### src/rtl/pc_next_sequencer_if.sv
`default_nettype none
// ============================================================================
// Module      : pc_next_sequencer_if
// Description : Control/ALU-side bundle into the next-PC sequencer and its
//               results back toward the PC register.
// Revision    : 1.0 - initial release
// ============================================================================
interface pc_next_sequencer_if;
  logic [31:0] PC;
  logic        branch_taken;
  logic [31:0] branch_offset;
  logic        jump;
  logic [25:0] jump_target;
  logic        jump_reg;
  logic [31:0] reg_target;
  logic        exception;
  logic        eret;
  logic        halt;
  logic        stall;
  logic [31:0] nextPC;
  logic [31:0] epc;
  logic        misaligned;
  logic [1:0]  state;

  modport master (
    output PC, branch_taken, branch_offset, jump, jump_target, jump_reg,
           reg_target, exception, eret, halt, stall,
    input  nextPC, epc, misaligned, state
  );

  modport slave (
    input  PC, branch_taken, branch_offset, jump, jump_target, jump_reg,
           reg_target, exception, eret, halt, stall,
    output nextPC, epc, misaligned, state
  );
endinterface
`default_nettype wire

### src/rtl/pc_next_sequencer.sv
`default_nettype none
// ============================================================================
// Module      : pc_next_sequencer
// Description : Combinational nextPC selection with boot hold-off, halt,
//               exception redirect and EPC register.
// Revision    : 1.0 - initial release
// ============================================================================
module pc_next_sequencer #(
  parameter logic [31:0] RESET_VECTOR = 32'h0000_0000,
  parameter logic [31:0] EXC_VECTOR   = 32'h0000_0180,
  parameter int unsigned BOOT_CYCLES  = 2
) (
  input  logic               clk,
  input  logic               reset,
  pc_next_sequencer_if.slave bus
);

  localparam logic [1:0] c_st_boot   = 2'd0;
  localparam logic [1:0] c_st_run    = 2'd1;
  localparam logic [1:0] c_st_halted = 2'd2;

  localparam int c_cnt_w = (BOOT_CYCLES > 1) ? $clog2(BOOT_CYCLES) : 1;
  localparam logic [c_cnt_w-1:0] c_boot_last = c_cnt_w'(BOOT_CYCLES - 1);

  logic [1:0]         r_state;
  logic [1:0]         w_state_nxt;
  logic [c_cnt_w-1:0] r_boot_cnt;
  logic [31:0]        r_epc;
  logic               r_misaligned;

  logic [31:0] w_pc4;
  logic [31:0] w_br_tgt;
  logic [31:0] w_j_tgt;
  logic [31:0] w_next_pc;
  logic        w_take_exc;
  logic        w_mis_set;

  assign w_pc4    = bus.PC + 32'd4;
  assign w_br_tgt = w_pc4 + (bus.branch_offset << 2);
  assign w_j_tgt  = {w_pc4[31:28], bus.jump_target, 2'b00};

  // State register
  always_ff @(posedge clk or negedge reset) begin
    if (!reset) begin
      r_state <= c_st_boot;
    end else begin
      r_state <= w_state_nxt;
    end
  end

  // Next-state logic; exception outranks halt
  always_comb begin
    w_state_nxt = r_state;
    case (r_state)
      c_st_boot:   if (r_boot_cnt == c_boot_last) w_state_nxt = c_st_run;
      c_st_run:    if (bus.halt && !bus.exception) w_state_nxt = c_st_halted;
      c_st_halted: w_state_nxt = c_st_halted;
      default:     w_state_nxt = c_st_boot;
    endcase
  end

  // Output logic: RUN priority chain with misaligned redirect folded into exception
  always_comb begin
    w_next_pc  = RESET_VECTOR;
    w_take_exc = 1'b0;
    w_mis_set  = 1'b0;
    case (r_state)
      c_st_boot:   w_next_pc = RESET_VECTOR;
      c_st_halted: w_next_pc = bus.PC;
      c_st_run: begin
        if (bus.exception) begin
          w_take_exc = 1'b1;
        end else if (bus.halt) begin
          w_next_pc = bus.PC;
        end else if (bus.eret) begin
          if (r_epc[1:0] != 2'b00) w_mis_set = 1'b1;
          else                     w_next_pc = r_epc;
        end else if (bus.stall) begin
          w_next_pc = bus.PC;
        end else if (bus.jump_reg) begin
          if (bus.reg_target[1:0] != 2'b00) w_mis_set = 1'b1;
          else                              w_next_pc = bus.reg_target;
        end else if (bus.jump) begin
          w_next_pc = w_j_tgt;
        end else if (bus.branch_taken) begin
          if (w_br_tgt[1:0] != 2'b00) w_mis_set = 1'b1;
          else                        w_next_pc = w_br_tgt;
        end else begin
          w_next_pc = w_pc4;
        end
        if (w_mis_set) w_take_exc = 1'b1;
        if (w_take_exc) w_next_pc = EXC_VECTOR;
      end
      default: w_next_pc = RESET_VECTOR;
    endcase
  end

  // Boot counter, EPC and misaligned pulse
  always_ff @(posedge clk or negedge reset) begin
    if (!reset) begin
      r_boot_cnt   <= '0;
      r_epc        <= 32'd0;
      r_misaligned <= 1'b0;
    end else begin
      if (r_state == c_st_boot && r_boot_cnt != c_boot_last) begin
        r_boot_cnt <= r_boot_cnt + 1'b1;
      end
      if (w_take_exc) begin
        r_epc <= bus.PC;
      end
      r_misaligned <= w_mis_set;
    end
  end

  assign bus.nextPC     = w_next_pc;
  assign bus.epc        = r_epc;
  assign bus.misaligned = r_misaligned;
  assign bus.state      = r_state;

endmodule
`default_nettype wire

### src/flat_wrapper.sv
// flat-port wrapper written by rule: the top's interface ports become plain ports
module pc_next_sequencer_flat 
#(
  parameter logic [31:0] RESET_VECTOR = 32'h0000_0000,
  parameter logic [31:0] EXC_VECTOR   = 32'h0000_0180,
  parameter int unsigned BOOT_CYCLES  = 2
)
  (clk, reset, bus_PC, bus_branch_taken, bus_branch_offset, bus_jump, bus_jump_target, bus_jump_reg, bus_reg_target, bus_exception, bus_eret, bus_halt, bus_stall, bus_nextPC, bus_epc, bus_misaligned, bus_state);
  pc_next_sequencer_if bus_i ();
  input  logic clk;
  input  logic reset;
  input wire logic [$bits(bus_i.PC)-1:0] bus_PC;
  input wire logic [$bits(bus_i.branch_taken)-1:0] bus_branch_taken;
  input wire logic [$bits(bus_i.branch_offset)-1:0] bus_branch_offset;
  input wire logic [$bits(bus_i.jump)-1:0] bus_jump;
  input wire logic [$bits(bus_i.jump_target)-1:0] bus_jump_target;
  input wire logic [$bits(bus_i.jump_reg)-1:0] bus_jump_reg;
  input wire logic [$bits(bus_i.reg_target)-1:0] bus_reg_target;
  input wire logic [$bits(bus_i.exception)-1:0] bus_exception;
  input wire logic [$bits(bus_i.eret)-1:0] bus_eret;
  input wire logic [$bits(bus_i.halt)-1:0] bus_halt;
  input wire logic [$bits(bus_i.stall)-1:0] bus_stall;
  output wire logic [$bits(bus_i.nextPC)-1:0] bus_nextPC;
  output wire logic [$bits(bus_i.epc)-1:0] bus_epc;
  output wire logic [$bits(bus_i.misaligned)-1:0] bus_misaligned;
  output wire logic [$bits(bus_i.state)-1:0] bus_state;
  assign bus_i.PC = bus_PC;
  assign bus_i.branch_taken = bus_branch_taken;
  assign bus_i.branch_offset = bus_branch_offset;
  assign bus_i.jump = bus_jump;
  assign bus_i.jump_target = bus_jump_target;
  assign bus_i.jump_reg = bus_jump_reg;
  assign bus_i.reg_target = bus_reg_target;
  assign bus_i.exception = bus_exception;
  assign bus_i.eret = bus_eret;
  assign bus_i.halt = bus_halt;
  assign bus_i.stall = bus_stall;
  assign bus_nextPC = bus_i.nextPC;
  assign bus_epc = bus_i.epc;
  assign bus_misaligned = bus_i.misaligned;
  assign bus_state = bus_i.state;
  pc_next_sequencer #(.RESET_VECTOR(RESET_VECTOR), .EXC_VECTOR(EXC_VECTOR), .BOOT_CYCLES(BOOT_CYCLES)) u_core (.clk(clk), .reset(reset), .bus(bus_i));
endmodule
### config.mk
export PLATFORM = sky130hd
export DESIGN_NAME = pc_next_sequencer_flat
export DESIGN_NICKNAME = d
export VERILOG_FILES = /design/src/rtl/pc_next_sequencer_if.sv /design/src/rtl/pc_next_sequencer.sv /design/src/flat_wrapper.sv
export SDC_FILE = /design/constraint.sdc
export NUM_CORES = 1
export LEC_CHECK = 0
export CORE_MARGIN = 8
export CORE_UTILIZATION = 30
export CTS_CLUSTER_DIAMETER = 150
export DETAILED_ROUTE_END_ITERATION = 16
export SETUP_SLACK_MARGIN = 0.4
export SKIP_CTS_REPAIR_TIMING = 1
export SLEW_MARGIN = 15
export SYNTH_ARGS = -nofsm -noshare
export SYNTH_HDL_FRONTEND = slang
export SYNTH_SLANG_ARGS = --single-unit
export TNS_END_PERCENT = 50
### constraint.sdc
create_clock -name clk -period 5.25 [get_ports clk]
set_clock_uncertainty 0.05 [all_clocks]
set_input_delay 1.05 -clock clk [delete_from_list [all_inputs] [get_ports clk]]
set_output_delay 1.05 -clock clk [all_outputs]
set_load 0.05 [all_outputs]
== Word-level counts from Yosys, hierarchy flattened ==
Index checks and enable logic that the tools add are counted.
Operators by class
  add/subtract/negate cells: 3
  eq/ne operators: 4
  multiplexer cells: 31
  bitwise gates (word level): 1
  reductions and logical operators: 8
Operators by type and width (count)
  two-way mux 32 bit: 11
  case mux 32 bit (2 select lines): 1
  adder 32 x 3 -> 32 bit (second input constant): 1
  adder 32 bit: 1
  two-way mux 1 bit: 16
  case mux 2 bit (3 select lines): 1
  nonzero test 2 bit: 3
  two-way mux 2 bit: 2
  inequality test 2 x 1 -> 1 bit (second input constant): 2
  == test 2 x 1 -> 1 bit (second input constant): 1
  == test 2 bit (second input constant): 1
  logical AND 1 bit: 2
  zero test 2 bit: 1
  AND reduction 2 bit: 1
  adder 1 bit (second input constant): 1
  zero test 1 bit: 1
  NOT 1 bit: 1
Storage, ports and cells
  flip-flop bits (word level): 36
  input bits: 131
  logic and storage cells: 51

== Longest topological paths before layout ==
  word-level depth: 16
  depth in mapped cells: 16

== Worst setup path after synthesis ==
Ideal clock, no wire load.
  kind: input-to-output
  start: input bus_PC[11]
  end: output bus_nextPC[29]
  arrival time: 5220 ps
  required time: 4150 ps
  slack: -1070 ps
  stages: 15
  cells stage by stage: buf_2 nand4_2 or4_4 nor2_1 xor2_1 ha_1 clkbuf_1 a21o_1 a21o_1 a21oi_1 o21ai_0 a311o_1 o211ai_1 nand4_1 a311oi_1
Between the ends
  longest elaborated chain between the ends: 12
RTL lines
  from (decl): line flat_wrapper.sv:12  | input wire logic [$bits(bus_i.PC)-1:0] bus_PC;
  adder 32 x 3 -> 32 bit (*): line pc_next_sequencer.sv:38  | assign w_pc4 = bus.PC + 32'd4;
  adder 32 bit: line pc_next_sequencer.sv:39  | assign w_br_tgt = w_pc4 + (bus.branch_offset << 2);
  two-way mux 32 bit: line pc_next_sequencer.sv:86  | if (w_br_tgt[1:0] != 2'b00) w_mis_set = 1'b1;
  two-way mux 32 bit: line pc_next_sequencer.sv:85  | end else if (bus.branch_taken) begin
  two-way mux 32 bit (*): line pc_next_sequencer.sv:83  | end else if (bus.jump) begin
  two-way mux 32 bit (*): line pc_next_sequencer.sv:80  | end else if (bus.jump_reg) begin
  two-way mux 32 bit (*): line pc_next_sequencer.sv:78  | end else if (bus.stall) begin
  two-way mux 32 bit (*): line pc_next_sequencer.sv:75  | end else if (bus.eret) begin
  two-way mux 32 bit (*): line pc_next_sequencer.sv:73  | end else if (bus.halt) begin
  two-way mux 32 bit (*): line pc_next_sequencer.sv:71  | if (bus.exception) begin
  two-way mux 32 bit (*): line pc_next_sequencer.sv:92  | if (w_take_exc) w_next_pc = EXC_VECTOR;
  case mux 32 bit (2 select lines) (*): line pc_next_sequencer.sv:67  | case (r_state)
  to (decl): line flat_wrapper.sv:23  | output wire logic [$bits(bus_i.nextPC)-1:0] bus_nextPC;
Every way passes the cells marked *; elsewhere a longest branch is shown, timed or not.

== Worst setup path in the final report ==
  start: input bus_PC[10]
  end: output bus_nextPC[31]
Same word-level chain as after synthesis.

==> metrics.md <==
| Metric | Value |
|---|---|
| # Max-Cap Violations | `0` |
| Initial Util | `0.302` |
| # setup viols final | `20` |
| Largest net degree at the start of global routing | `37` |
| WL/cell | `roughly 23 um` |
| Die Wd | `153 um` |
| Sum Neg Setup Slack | `-7.52 ns` |
| Clk_lat worst skew | `0.31 ns` |
| Die H | `153 um` |
| Yosys reg bits | `36` |
| Kind of start point of the critical path | `primary input` |
| Pint | `roughly 0.0018 W` |
| CP Data Required Time | `4.15 ns` |
| Dpl ws | `-1.13 ns` |
| Fillers | `1673` |
| Count of pins over their slew limit | `0` |
| Nets | `between 1000 and 1500` |
| Slew HR | `0.327` |
| Post-Syn Instances | `just under 800` |
| Row Count | `50` |
| Worst Tran Pin Value | `1.01 ns` |
| Post-route cell area | `10700 um^2` |
| Max VDD drop | `291 uV` |
| First drt pass iteration count | `5` |
| Final Hold Vio Count | `0` |
| Clock Power Share | `0.099` |
| Antenna Violating Nets Remaining | `0` |
| Synth Area per Inst | `7.21 um^2` |
| Overall Global Routing Usage | `0.249` |
| Outcome | `finished, violations left` |
| Crit path max-delay family | `simple AND/OR/NAND/NOR gates` |
| Post-Place Cell Area | `9550 um^2` |
| Crit. End Element | `output port` |
| Min-Delay Path Class | `flip-flop to flip-flop` |
| Clock Tree Buf Depth | `2` |
| Syn-to-layout area delta | `90.8%` |
| Non-filler cells, final | `1369` |
| F_max | `0.168 GHz` |
| Worst-path fanout max | `5` |
| Core Box Area | `roughly 19000 um^2` |
| Synthesized area | `5600 um^2` |
| Num CTS Buffers | `5` |
| Placed wire-length estimate | `24100 um` |
| Critical Path Max Stage Delay | `0.63 ns` |
| Top cell by count, worst path | `buf_6` |
| Synth warn | `0` |
| Routed via count | `~8000` |
| Sequential share of power | `0.139` |
| Initial antenna violation count | `0` |
| # diodes | `0` |
| Total wire length | `31100 um` |
| WHS | `0.414 ns` |
| Buf/Inv on CP | `4` |
| Pwr Density | `between 300 and 400 nW/um^2` |
| Share of cells above drive strength 1 | `0.371` |
| Worst path cell trace | `buf_6, nand4_1, or4_4, buf_6, nor2_4, nand2_2, xnor2_2, ha_1, buf_6, nand4_1, or3_1, a31oi_2, a311oi_2, xor2_1, mux2i_1, o311a_4, buf_12` |
| Failing checks | `negative setup slack` |
| Crit-path slowest cell | `or4_4` |
| CP arrival | `just under 5 ns` |
| Post-synthesis cell type count | `72` |
| Root buf cell | `clkbuf_16` |
| Initial DRC Count | `664` |
| GR Overflow Total | `0` |
| Switching part of the total power | `0.525` |
| Leakage | `4.48 nW` |
| DRC | `0` |
| Setup ws final | `-0.717 ns` |
| Clk pin slew, worst setup/hold paths | `~0.06 ns` |
| RSZ-0062 raised after global routing | `true` |
| Synth Flop Type | `dfrtp_1` |
| Gate power share | `0.762` |
| Sequential share of the synthesized area | `0.161` |
| GP Congestion | `0.943` |
| Min Tclk post-route | `5.97 ns` |
| CTS tree | `yes` |
| Asr flop ratio synth | `1.00` |
| Crit Path Class | `primary input to output port` |
| Vias per std cell | `between 5 and 6` |
| Mapped Nets | `946` |
| Htree depth | `2` |
| Vias in the first global route | `about 8000` |
| First-pass GRT wire length | `45700 um` |
| IO Pins | `between 150 and 200` |
| Post-synth EDFFs | `0` |
| Placed cells | `approximately 1300` |
| Period Utilization, post-route | `1.14` |
| Clock sink count | `36` |
| Net switching power | `between 0.0015 and 0.002 W` |
| Port Buf Inserts | `between 150 and 200` |
| Die ar. | `23300 um^2` |
final cells by class:
class / instances / area [um^2] / area share
multi-input combinational: 661 / 5380 / 0.504
timing repair buffer: 402 / 3830 / 0.359
sequential: 36 / 901 / 0.0844
tap: 234 / 293 / 0.0274
clock buffer: 5 / 125 / 0.0117
inverter: 28 / 105 / 0.00985
clock inverter: 3 / 42.5 / 0.00399
cell families (layout without fill, tap and decap cells):
family,Yosys count,count (layout),synth area share
AOI/OAI and AO/OA,279,279,0.330
adders and majority gates,39,39,0.0886
muxes,30,30,0.0588
DFF,36,36,0.161
xor gates and xnor gates,50,50,0.0796
and+or+nand+nor,263,263,0.227
buffers and inverters,79,438,0.0552
state kept, by name (all words and copies together) (netlist names):
register and cells:
u_core.bus.epc 32, u_core.r_boot_cnt 1, u_core.bus.misaligned 1, u_core.bus.state 2
worst paths after layout:
check	start	end	slack [ns]	cells after the start
worst max-delay path	bus_PC[10]	bus_nextPC[31]	-0.72	17
worst min-delay path	u_core.r_boot_cnt	u_core.r_boot_cnt	0.41	1
worst max register to register	u_core.bus.epc[0]	u_core.bus.epc[16]	2.82	7
worst min register to register	u_core.r_boot_cnt	u_core.r_boot_cnt	0.41	1
max in group asynchronous	reset	u_core.bus.state[1]	3.66	1
min in group asynchronous	reset	u_core.bus.epc[5]	0.85	1
layer usage:
| metal | global-route usage | part of all wire | vias to the layer above |
|---|---|---|---|
| met5 | 0 | 0 | - |
| met4 | 0.103 | 0.045 | 0 |
| met3 | 0.0573 | 0.084 | 91 |
| met2 | 0.415 | 0.47 | 465 |
| met1 | 0.302 | 0.40 | 3796 |
| li1 | - | - | 3602 |
synthesized netlist by cell type, types with 3 or more instances:
master	n	area share
a311o_1	4	0.0072
dfrtp_1	36	0.16
nand2b_1	7	0.0078
a31oi_1	4	0.0045
a221o_1	3	0.0054
buf_2	10	0.0089
a21oi_1	68	0.061
a221oi_1	18	0.028
or2_2	5	0.0056
nor4_1	4	0.0045
a222oi_1	5	0.0089
a311oi_1	5	0.0078
nor2b_1	8	0.0089
clkbuf_1	37	0.025
o2111ai_1	4	0.0063
nand4_1	17	0.019
nor3_1	18	0.016
o21bai_1	8	0.011
o221a_2	3	0.0060
o21ai_0	73	0.065
xor2_1	17	0.027
mux2_2	23	0.046
and2_1	8	0.0089
nand3_1	20	0.018
o21a_1	5	0.0067
o22ai_1	5	0.0056
buf_1	4	0.0027
a21o_1	14	0.019
a22oi_1	13	0.017
ha_1	38	0.085
xnor2_1	32	0.050
a211oi_1	8	0.011
or3_1	5	0.0056
o221ai_1	4	0.0063
inv_1	25	0.017
o21ai_1	3	0.0027
and3_1	15	0.017
mux2i_1	7	0.013
o211ai_1	11	0.015
nand2_1	88	0.059
nor2_1	57	0.038
cells in the final DEF, fill, tap and decap left out, types with 7 or more instances in the layout:
cell	count
buf_12	26
dfrtp_1	36
xor2_1	8
nand2_1	83
nand4_1	17
clkdlybuf4s50_1	144
buf_4	199
o211ai_1	11
ha_4	7
o21bai_1	7
a221oi_1	13
a21oi_1	53
o21ai_0	48
a21oi_2	10
nor2b_1	7
a21o_1	14
dlymetal6s2s_1	8
nor2_2	8
and2_1	8
o21ai_4	7
buf_6	17
inv_1	23
mux2_2	23
a22oi_1	13
and3_1	11
nand3_1	14
o21ai_1	16
xnor2_2	16
nor2_1	46
nor3_1	12
ha_1	31
xnor2_1	15
stage by stage:
stage	utilization	total power, W
floorplan	-	0.00208
global placement	0.516	0.00326
detailed placement	0.516	0.00328
CTS	0.525	0.00367
global route	0.576	0.00397
finish	0.576	0.00380
power groups by stage:
stage                     combinational [W]  clock, W  sequential [W]
final                               0.00290  0.000378        0.000529
after global routing                0.00302  0.000395        0.000545
after CTS                           0.00276  0.000380        0.000526
after detailed placement            0.00275         0        0.000529
after global placement              0.00274         0        0.000524
after floorplan                     0.00112         0        0.000963
Power figures use the tool's default switching activity.
